`config.mk`:
```
export PLATFORM = sky130hd
export DESIGN_NAME = pic_host_sequencer
export DESIGN_NICKNAME = d
export VERILOG_FILES = /design/src/rtl/pic_host_sequencer.sv
export SDC_FILE = /design/constraint.sdc
export NUM_CORES = 1
export LEC_CHECK = 0
export ABC_AREA = 1
export CORE_MARGIN = 2
export CORE_UTILIZATION = 45
export DETAILED_ROUTE_END_ITERATION = 10
export GPL_TIMING_DRIVEN = 0
export PLACE_DENSITY = 0.81
export SETUP_SLACK_MARGIN = 0.1
export SYNTH_ARGS = -nofsm -noshare
export SYNTH_HDL_FRONTEND = slang
export SYNTH_SLANG_ARGS = --single-unit
```
`constraint.sdc`:
```
create_clock -name clock -period 4.5 [get_ports clock]
set_input_delay 0.9 -clock clock [delete_from_list [all_inputs] [get_ports clock]]
set_output_delay 0.9 -clock clock [all_outputs]
set_load 0.02 [all_outputs]
```
`src/rtl/pic_host_sequencer.sv`:
```
// pic_host_sequencer: host-side 8259A bus controller (init writes, INTA service, EOI)
// Ports: clock/reset (async, active high); start begins init from IDLE.
//   PIC bus: chip_select, read_enable, write_enable, INTA (all active low), A0, data_out, data_in, INT.
//   Consumer: vector/vector_valid/vector_ready handshake; eoi_req + eoi_specific request an EOI write.
//   Status: init_done (sticky until reset), busy (any state but IDLE/READY).
module pic_host_sequencer #(
    parameter logic [7:0] ICW1       = 8'h13,
    parameter logic [7:0] ICW2       = 8'h20,
    parameter logic [7:0] ICW3       = 8'h00,
    parameter logic [7:0] ICW4       = 8'h03,
    parameter logic [7:0] OCW1       = 8'h00,
    parameter int         WR_PULSE   = 2,
    parameter int         INTA_PULSE = 2,
    parameter int         INTA_GAP   = 2
) (
    input  logic       clock,
    input  logic       reset,
    input  logic       start,
    output logic       chip_select,
    output logic       read_enable,
    output logic       write_enable,
    output logic       A0,
    output logic [7:0] data_out,
    input  logic [7:0] data_in,
    input  logic       INT,
    output logic       INTA,
    output logic       init_done,
    output logic       busy,
    output logic [7:0] vector,
    output logic       vector_valid,
    input  logic       vector_ready,
    input  logic       eoi_req,
    input  logic       eoi_specific
);
    typedef enum logic [3:0] {IDLE, INIT, READY, ACK1, GAP, ACK2, VEC, WAIT_EOI, EOI} state_t;
    typedef enum logic [1:0] {W_IDLE, W_SETUP, W_STROBE, W_HOLD} phase_t;
    localparam logic AEOI = ICW1[0] && ICW4[1];
    state_t     state;
    phase_t     phase;
    logic [2:0] idx;
    logic [7:0] cnt;
    // init word index: 0 ICW1, 1 ICW2, 2 ICW3, 3 ICW4, 4 OCW1; 5 means the sequence is finished
    function automatic logic [2:0] next_idx(input logic [2:0] i);
        logic [2:0] n;
        n = i + 3'd1;
        if (n == 3'd2 && ICW1[1]) n = 3'd3;
        if (n == 3'd3 && !ICW1[0]) n = 3'd4;
        return n;
    endfunction
    function automatic logic [7:0] init_word(input logic [2:0] i);
        return i == 3'd0 ? ICW1 : i == 3'd1 ? ICW2 : i == 3'd2 ? ICW3 : i == 3'd3 ? ICW4 : OCW1;
    endfunction
    assign read_enable = 1'b1;
    always_ff @(posedge clock or posedge reset) begin
        if (reset) begin
            state        <= IDLE;
            phase        <= W_IDLE;
            idx          <= 3'd0;
            cnt          <= 8'd0;
            chip_select  <= 1'b1;
            write_enable <= 1'b1;
            INTA         <= 1'b1;
            A0           <= 1'b0;
            data_out     <= 8'h00;
            init_done    <= 1'b0;
            busy         <= 1'b0;
            vector       <= 8'h00;
            vector_valid <= 1'b0;
        end else begin
            case (state)
                IDLE: if (start) begin
                    state <= INIT;
                    busy  <= 1'b1;
                    idx   <= 3'd0;
                    phase <= W_IDLE;
                end
                // INIT and EOI share the write engine; only INIT launches from W_IDLE,
                // which also guarantees chip_select is high for a cycle between writes
                INIT, EOI: case (phase)
                    W_IDLE: begin
                        chip_select <= 1'b0;
                        A0          <= idx != 3'd0;
                        data_out    <= init_word(idx);
                        phase       <= W_SETUP;
                    end
                    W_SETUP: begin
                        write_enable <= 1'b0;
                        cnt          <= 8'(WR_PULSE - 1);
                        phase        <= W_STROBE;
                    end
                    W_STROBE: if (cnt == 8'd0) begin
                        write_enable <= 1'b1;
                        phase        <= W_HOLD;
                    end else cnt <= cnt - 8'd1;
                    W_HOLD: begin
                        chip_select <= 1'b1;
                        phase       <= W_IDLE;
                        if (state == EOI || next_idx(idx) == 3'd5) begin
                            state     <= READY;
                            busy      <= 1'b0;
                            init_done <= 1'b1;
                        end else idx <= next_idx(idx);
                    end
                endcase
                READY: if (INT) begin
                    INTA  <= 1'b0;
                    cnt   <= 8'(INTA_PULSE - 1);
                    state <= ACK1;
                    busy  <= 1'b1;
                end
                ACK1: if (cnt == 8'd0) begin
                    INTA  <= 1'b1;
                    cnt   <= 8'(INTA_GAP - 1);
                    state <= GAP;
                end else cnt <= cnt - 8'd1;
                GAP: if (cnt == 8'd0) begin
                    INTA  <= 1'b0;
                    cnt   <= 8'(INTA_PULSE - 1);
                    state <= ACK2;
                end else cnt <= cnt - 8'd1;
                ACK2: if (cnt == 8'd0) begin
                    INTA   <= 1'b1;
                    vector <= data_in;
                    state  <= VEC;
                end else cnt <= cnt - 8'd1;
                // first VEC cycle raises valid; the handshake is only honoured once valid is visible
                VEC: if (!vector_valid) vector_valid <= 1'b1;
                else if (vector_ready) begin
                    vector_valid <= 1'b0;
                    state        <= AEOI ? READY : WAIT_EOI;
                    busy         <= !AEOI;
                end
                WAIT_EOI: if (eoi_req) begin
                    chip_select <= 1'b0;
                    A0          <= 1'b0;
                    data_out    <= eoi_specific ? (8'h60 | {5'b0, vector[2:0]}) : 8'h20;
                    phase       <= W_SETUP;
                    state       <= EOI;
                end
                default: state <= IDLE;
            endcase
        end
    end
endmodule

```
# Word-level counts from Yosys, hierarchy flattened
# Index checks and enable logic that the tools add are counted.
dict set report totals {
  ff_bits 40
  in_bits 15
  out_inout_bits 24
  wordCells 130
}
dict set report classes {
  n_addsub 2
  eq_ne 33
  n_mux 55
  reduce_logical 27
}
# operator count
set op_table {}
lappend op_table {{two-way mux 4 bit} 10}
lappend op_table {{two-way mux 8 bit} 5}
lappend op_table {{one-hot mux 4 bit (8 select lines)} 1}
lappend op_table {{one-hot mux 8 bit (2 select lines)} 2}
lappend op_table {{one-hot mux 8 bit (4 select lines)} 1}
lappend op_table {{!= test 2 bit (second input constant)} 12}
lappend op_table {{two-way mux 3 bit} 6}
lappend op_table {{== test 4 x 3 -> 1 bit (second input constant)} 4}
lappend op_table {{AND reduction 3 bit} 5}
lappend op_table {{two-way mux 1 bit} 13}
lappend op_table {{two-way mux 6 bit} 2}
lappend op_table {{AND reduction 4 bit} 3}
lappend op_table {{two-way mux 2 bit} 5}
lappend op_table {{AND reduction 10 bit} 1}
lappend op_table {{== test 3 x 2 -> 1 bit (second input constant)} 3}
lappend op_table {{nonzero test 3 bit} 3}
lappend op_table {{== test 4 x 2 -> 1 bit (second input constant)} 2}
lappend op_table {{zero test 8 bit} 1}
lappend op_table {{one-hot mux 1 bit (2 select lines)} 4}
lappend op_table {{one-hot mux 2 bit (4 select lines)} 1}
lappend op_table {{nonzero test 4 bit} 2}
lappend op_table {{subtractor 8 x 1 -> 8 bit (second input constant)} 1}
lappend op_table {{two-way mux 7 bit} 1}
lappend op_table {{AND reduction 7 bit} 1}
lappend op_table {{other kinds (22)} 28}

# Longest topological paths before layout
dict set report depth {
  ltp_word 10
  depth_mapped 12
  ltp_nobuf 12
}

# Worst setup path before layout
# Ideal clock, no wire load.
dict set report synth_timing {
  path_type {reg-to-reg}
  from {register cnt[0]}
  to {register cnt[0]}
  setup_ps 122
  t_arrival_ps 1554
  t_required_ps 4378
  path_slack_ps 2824
  stages_incl_launch_ff 13
  path_buffers 0
  period_less_slack_ps 1676
  path_cell_list {dfrtp_1 > inv_1 > ha_1 > nand2_1 > nor2_4 > inv_2 > ha_1 > nand2_1 > nand2_1 > nor2_1 > nand2_1 > nand2_1 > o21ai_1}
}
dict set report synth_via {
  elab_chain_len 4
  elab_cells_between_ends 6
  cone_classes {1 x add/sub; 4 x mux; 1 x reduce/logical}
}
# item line
set synth_lines {}
lappend synth_lines {{start, declared} 41} ;# logic [7:0] cnt;
lappend synth_lines {{start signal, assigned} 88} ;# cnt <= 8'(WR_PULSE - 1);
lappend synth_lines {{start signal, assigned} 94} ;# end else cnt <= cnt - 8'd1;
lappend synth_lines {{start signal, assigned} 107} ;# cnt <= 8'(INTA_PULSE - 1);
lappend synth_lines {{subtractor 8 x 1 -> 8 bit or zero test 8 bit (tied branches)} n/a}
lappend synth_lines {{two-way mux 8 bit} {91, 121}}
lappend synth_lines {{one-hot mux 8 bit (2 select lines)} 79} ;# INIT, EOI: case (phase)
lappend synth_lines {{one-hot mux 8 bit (4 select lines) (*)} 70} ;# case (state)
# Mark *: on every way between the ends. The rest lies on a longest branch, timed or not.
# A chain may end at the register's enable or synchronous reset.

# Final worst setup path
dict set report layout_timing {
  from {register write_enable}
  to {output port write_enable}
}
# item line
set layout_lines {}
lappend layout_lines {{start, declared} 21} ;# output logic write_enable,
lappend layout_lines {{start signal, assigned} 61} ;# write_enable <= 1'b1;
lappend layout_lines {{start signal, assigned} 87} ;# write_enable <= 1'b0;
lappend layout_lines {{start signal, assigned} 92} ;# write_enable <= 1'b1;
# No word-level cell between the ends.

==> summary.md <==
| Metric | Value |
|---|---|
| Crit path DAT | `1430 ps` |
| Register bit count reported by yosys | `38` |
| Clk slew on worst S/H paths | `70 ps` |
| DP Worst Slack | `2330 ps` |
| Setup TNS | `0 ps` |
| CTS resizes | `0` |
| Die height | `78.9 um` |
| Clock root buffer | `clkbuf_8` |
| Leakage | `0.00156 uW` |
| Post-synth EDFFs | `0` |
| Hold Violations, Final | `0` |
| Clock tree buffer depth | `2` |
| Combinational power share | `0.608` |
| Die width | `78.9 um` |
| Max Cap Viol | `0` |
| Synth Area in Adders | `0.0694` |
| Syn avg cell area | `7.91 sq um` |
| Global-route wire length before repair | `9.14 mm` |
| Internal power | `1180 uW` |
| Final Wtd Congestion | `0.898` |
| Setup CP Type | `reg -> out` |
| Peak supply drop | `0.415 mV` |
| CP required | `3600 ps` |
| WL per Instance | `11.6 um` |
| Synth warnings | `0` |
| Worst hold path depth | `2` |
| Via count | `2,076` |
| Worst setup EP type | `primary output` |
| Area delta synth->final | `22.2%` |
| Antenna cells | `0` |
| Final slew viol count | `0` |
| Reg-to-reg critical path endpoint | `cnt[0]$_DFFE_PP0P_` |
| Crit-path max FO | `2` |
| Period utilization | `0.518` |
| Sequential cell fraction of total power | `0.254` |
| Mapped cell area | `0.00252 sq mm` |
| Slowest library cell on the worst path | `clkdlybuf4s50_1` |
| Cell Chain, Critical Path | `clkdlybuf4s50_1` |
| Outcome | `finished clean` |
| RSZ-0062 raised after global routing | `no` |
| Final setup margin | `2170 ps` |
| Global Route Usage Sum | `0.185` |
| Power density over the cells | `719 mW/mm^2` |
| Synth async-reset ratio | `1.00` |
| Post-Synth Simple-Gate Area | `0.339` |
| Synth cell types | `35` |
| Via/cell ratio | `4.77` |
| Clk pwr share | `0.138` |
| Worst slew margin | `0.478` |
| Switching share of power | `0.467` |
| Synth top area share | `0.347` |
| Initial antenna violation count | `0` |
| IO Port Bufs | `35` |
| Drt drc | `0` |
| Synth top area cells | `dfrtp_1 (35%), nand2_1 (14%), ha_1 (6.9%)` |
| Main combinational cell family by area after synthesis | `simple AND/OR/NAND/NOR gates` |
| Drt first-iter violations | `138` |
| Post-Route WL | `5.04 mm` |
| NetSw | `1030 uW` |
| CP top delay family | `buffers and inverters` |
| Total gr overflow | `0` |
| Sequential area share after synthesis | `0.378` |
| Drt pass-1 iters | `4` |
| Clock Skew | `10.4 ps` |
| I/O pin count | `39` |
| Post-Synthesis Cells | `319` |
| Vias in the first global route | `2,106` |
| Core Area | `0.00547 sq mm` |
| Multiplexer share of the synthesized area | `0.0268` |
| Die Area | `0.00622 sq mm` |
| F_max | `0.429 GHz` |
| HPWL Detailed | `3.86 mm` |
| Share of cells above drive strength 1 | `0.212` |
| DRT antenna net count | `0` |
| Starting Density | `0.461` |
| Worst Max-Slew Pin Slew | `782 ps` |
| XOR/XNOR share of the synthesized area | `0.0174` |
| Min Clock Period, post-route | `2330 ps` |
| # nets final | `391` |
| Postcts setup bufs | `0` |
| Worst hold margin | `464 ps` |
| TritonCTS clock tree | `yes` |
| Largest net degree at the start of global routing | `39` |
| CTS Buf Count | `5` |
| Worst path max stage delay | `610 ps` |
| Sink Count | `38` |
| Worst hold path startpoint | `INTA$_DFFE_PP1P_` |
| Hold_buf cts | `0` |
| Top cell type by total area after synthesis | `dfrtp_1` |
| Worst setup SP type | `flip-flop` |
| Htree depth | `2` |
| Filler cell count | `503` |
| Worst Hold Path EP | `INTA$_DFFE_PP1P_` |
| Worst path bufs/invs | `1` |
| R2R setup slack | `2610 ps` |
| Hold WC Path Type | `reg -> reg` |
| Compound-Gate Fraction of Synth Area | `0.0823` |
| Worst reg-to-reg path cell count | `12` |
| Clock Latency Late Sink | `300 ps` |
| Main synth FF type | `dfrtp_1` |
| Final setup viols | `0` |
| Row count | `27` |
| Launch point of the worst reg-to-reg path | `cnt[0]$_DFFE_PP0P_` |
## final cells by class
type                    count  area (sq um)  area share
plain buffers               5          48.8      0.0158
clock inverters             1          30.0     0.00974
flip-flops and latches     38           955       0.310
repair buffers             35           350       0.114
clock buffers               7          86.3      0.0280
multi-input cells         235          1360       0.441
inverters                  42           163      0.0528
well taps                  72          90.1      0.0292
## registers in the layout, indices dropped and copies added (netlist names), 2 cells and up
register,count
phase,2
state,4
vector,8
idx,3
cnt,8
data_out,6
## layer usage
metal  wire, um  share of wire  up-vias  global-route usage
met5          0              0        -                   0
met4         94          0.019        0              0.0741
met3        228          0.045        9              0.0398
met2       2540           0.50       47               0.318
met1       2170           0.43      943               0.226
li1           -              -     1077                   -
## per-stage QoR
step	area [sq um]	utilization	total power [uW]	instances
3_3_place_gp	2970	0.542	1870	427
3_5_place_dp	2970	0.542	1920	427
5_1_grt	3080	0.563	2410	435
2_1_floorplan	2530	-	1570	320
4_1_cts	3080	0.563	2230	435
6_report	3080	0.563	2220	435
## cell usage after synthesis (4+ instances only)
master	number
a21oi_1	5
dfrtp_1	35
ha_1	14
inv_1	32
inv_2	8
mux2_2	6
nand2_1	96
nand2_2	14
nand2_4	4
nand3_1	17
nor2_1	23
nor2_2	10
nor2_4	4
o21ai_0	5
o21ai_1	6
o21ai_2	8
xor2_1	4
## placed cells by master, fill, tap and decap left out
| cell type | synthesis | final |
|---|---|---|
| o211ai_4 | 1 | 1 |
| nor3_1 | 2 | 2 |
| clkdlybuf4s50_1 | 0 | 35 |
| clkbuf_1 | 0 | 1 |
| a31o_2 | 1 | 1 |
| o21ai_0 | 5 | 5 |
| nor2_8 | 1 | 1 |
| xnor2_1 | 1 | 1 |
| o21ai_2 | 8 | 8 |
| conb_1 | 2 | 3 |
| a31oi_1 | 2 | 2 |
| inv_2 | 8 | 9 |
| inv_4 | 2 | 2 |
| xor2_1 | 4 | 4 |
| inv_1 | 32 | 31 |
| buf_4 | 3 | 3 |
| o21a_1 | 1 | 1 |
| nor2_2 | 10 | 10 |
| nand4_1 | 3 | 3 |
| mux2_2 | 6 | 6 |
| o21bai_1 | 1 | 1 |
| nor2_4 | 4 | 4 |
| nand2_4 | 4 | 4 |
| buf_8 | 1 | 1 |
| or2_2 | 1 | 1 |
| bufinv_16 | 0 | 1 |
| dfstp_2 | 3 | 3 |
| nand2_8 | 1 | 1 |
| nand2_1 | 96 | 96 |
| a21oi_1 | 5 | 5 |
| clkbuf_8 | 0 | 6 |
| nand3b_1 | 1 | 1 |
| nor2_1 | 23 | 23 |
| o21ai_1 | 6 | 6 |
| buf_6 | 1 | 1 |
| ha_1 | 14 | 14 |
| nand2_2 | 14 | 14 |
| nand3_1 | 17 | 17 |
| dfrtp_1 | 35 | 35 |
## logic make-up (layout without fill, tap and decap cells)
group,after synthesis,after routing
AOI/OAI and AO/OA,30,30
xor gates and xnor gates,5,5
adders and majority gates,14,14
buffers and inverters,47,90
DFF,38,38
muxes,6,6
other,2,3
and+or+nand+nor,177,177
## how the worst max path moves through the flow
stage | startpoint | endpoint | slack, ps | depth (start not counted)
after floorplan | reset | A0$_DFFE_PP0P_ | 2740 | 1
after CTS | write_enable$_DFFE_PP1P_ | write_enable | 2160 | 1
after global placement | reset | busy$_DFFE_PP0P_ | 1860 | 2
after global routing | write_enable$_DFFE_PP1P_ | write_enable | 2140 | 1
final | write_enable$_DFFE_PP1P_ | write_enable | 2170 | 1
after detailed placement | vector_ready | state[0]$_DFFE_PP0P_ | 2330 | 8
## power by group through the flow
stage / Combinational [uW] / Clock (uW) / Sequential, uW
global route: 1510 / 326 / 576
global placement: 1310 / 0 / 562
floorplan: 918 / 0 / 649
finish: 1350 / 306 / 562
CTS: 1360 / 312 / 563
detailed placement: 1350 / 0 / 568
## worst min-delay path, delay by kind of cell, from the launching register on
kind / cells / cell delay, ps
simple gates: 2 / 90
flops: 1 / 370
(Power assumes the default switching activity.)
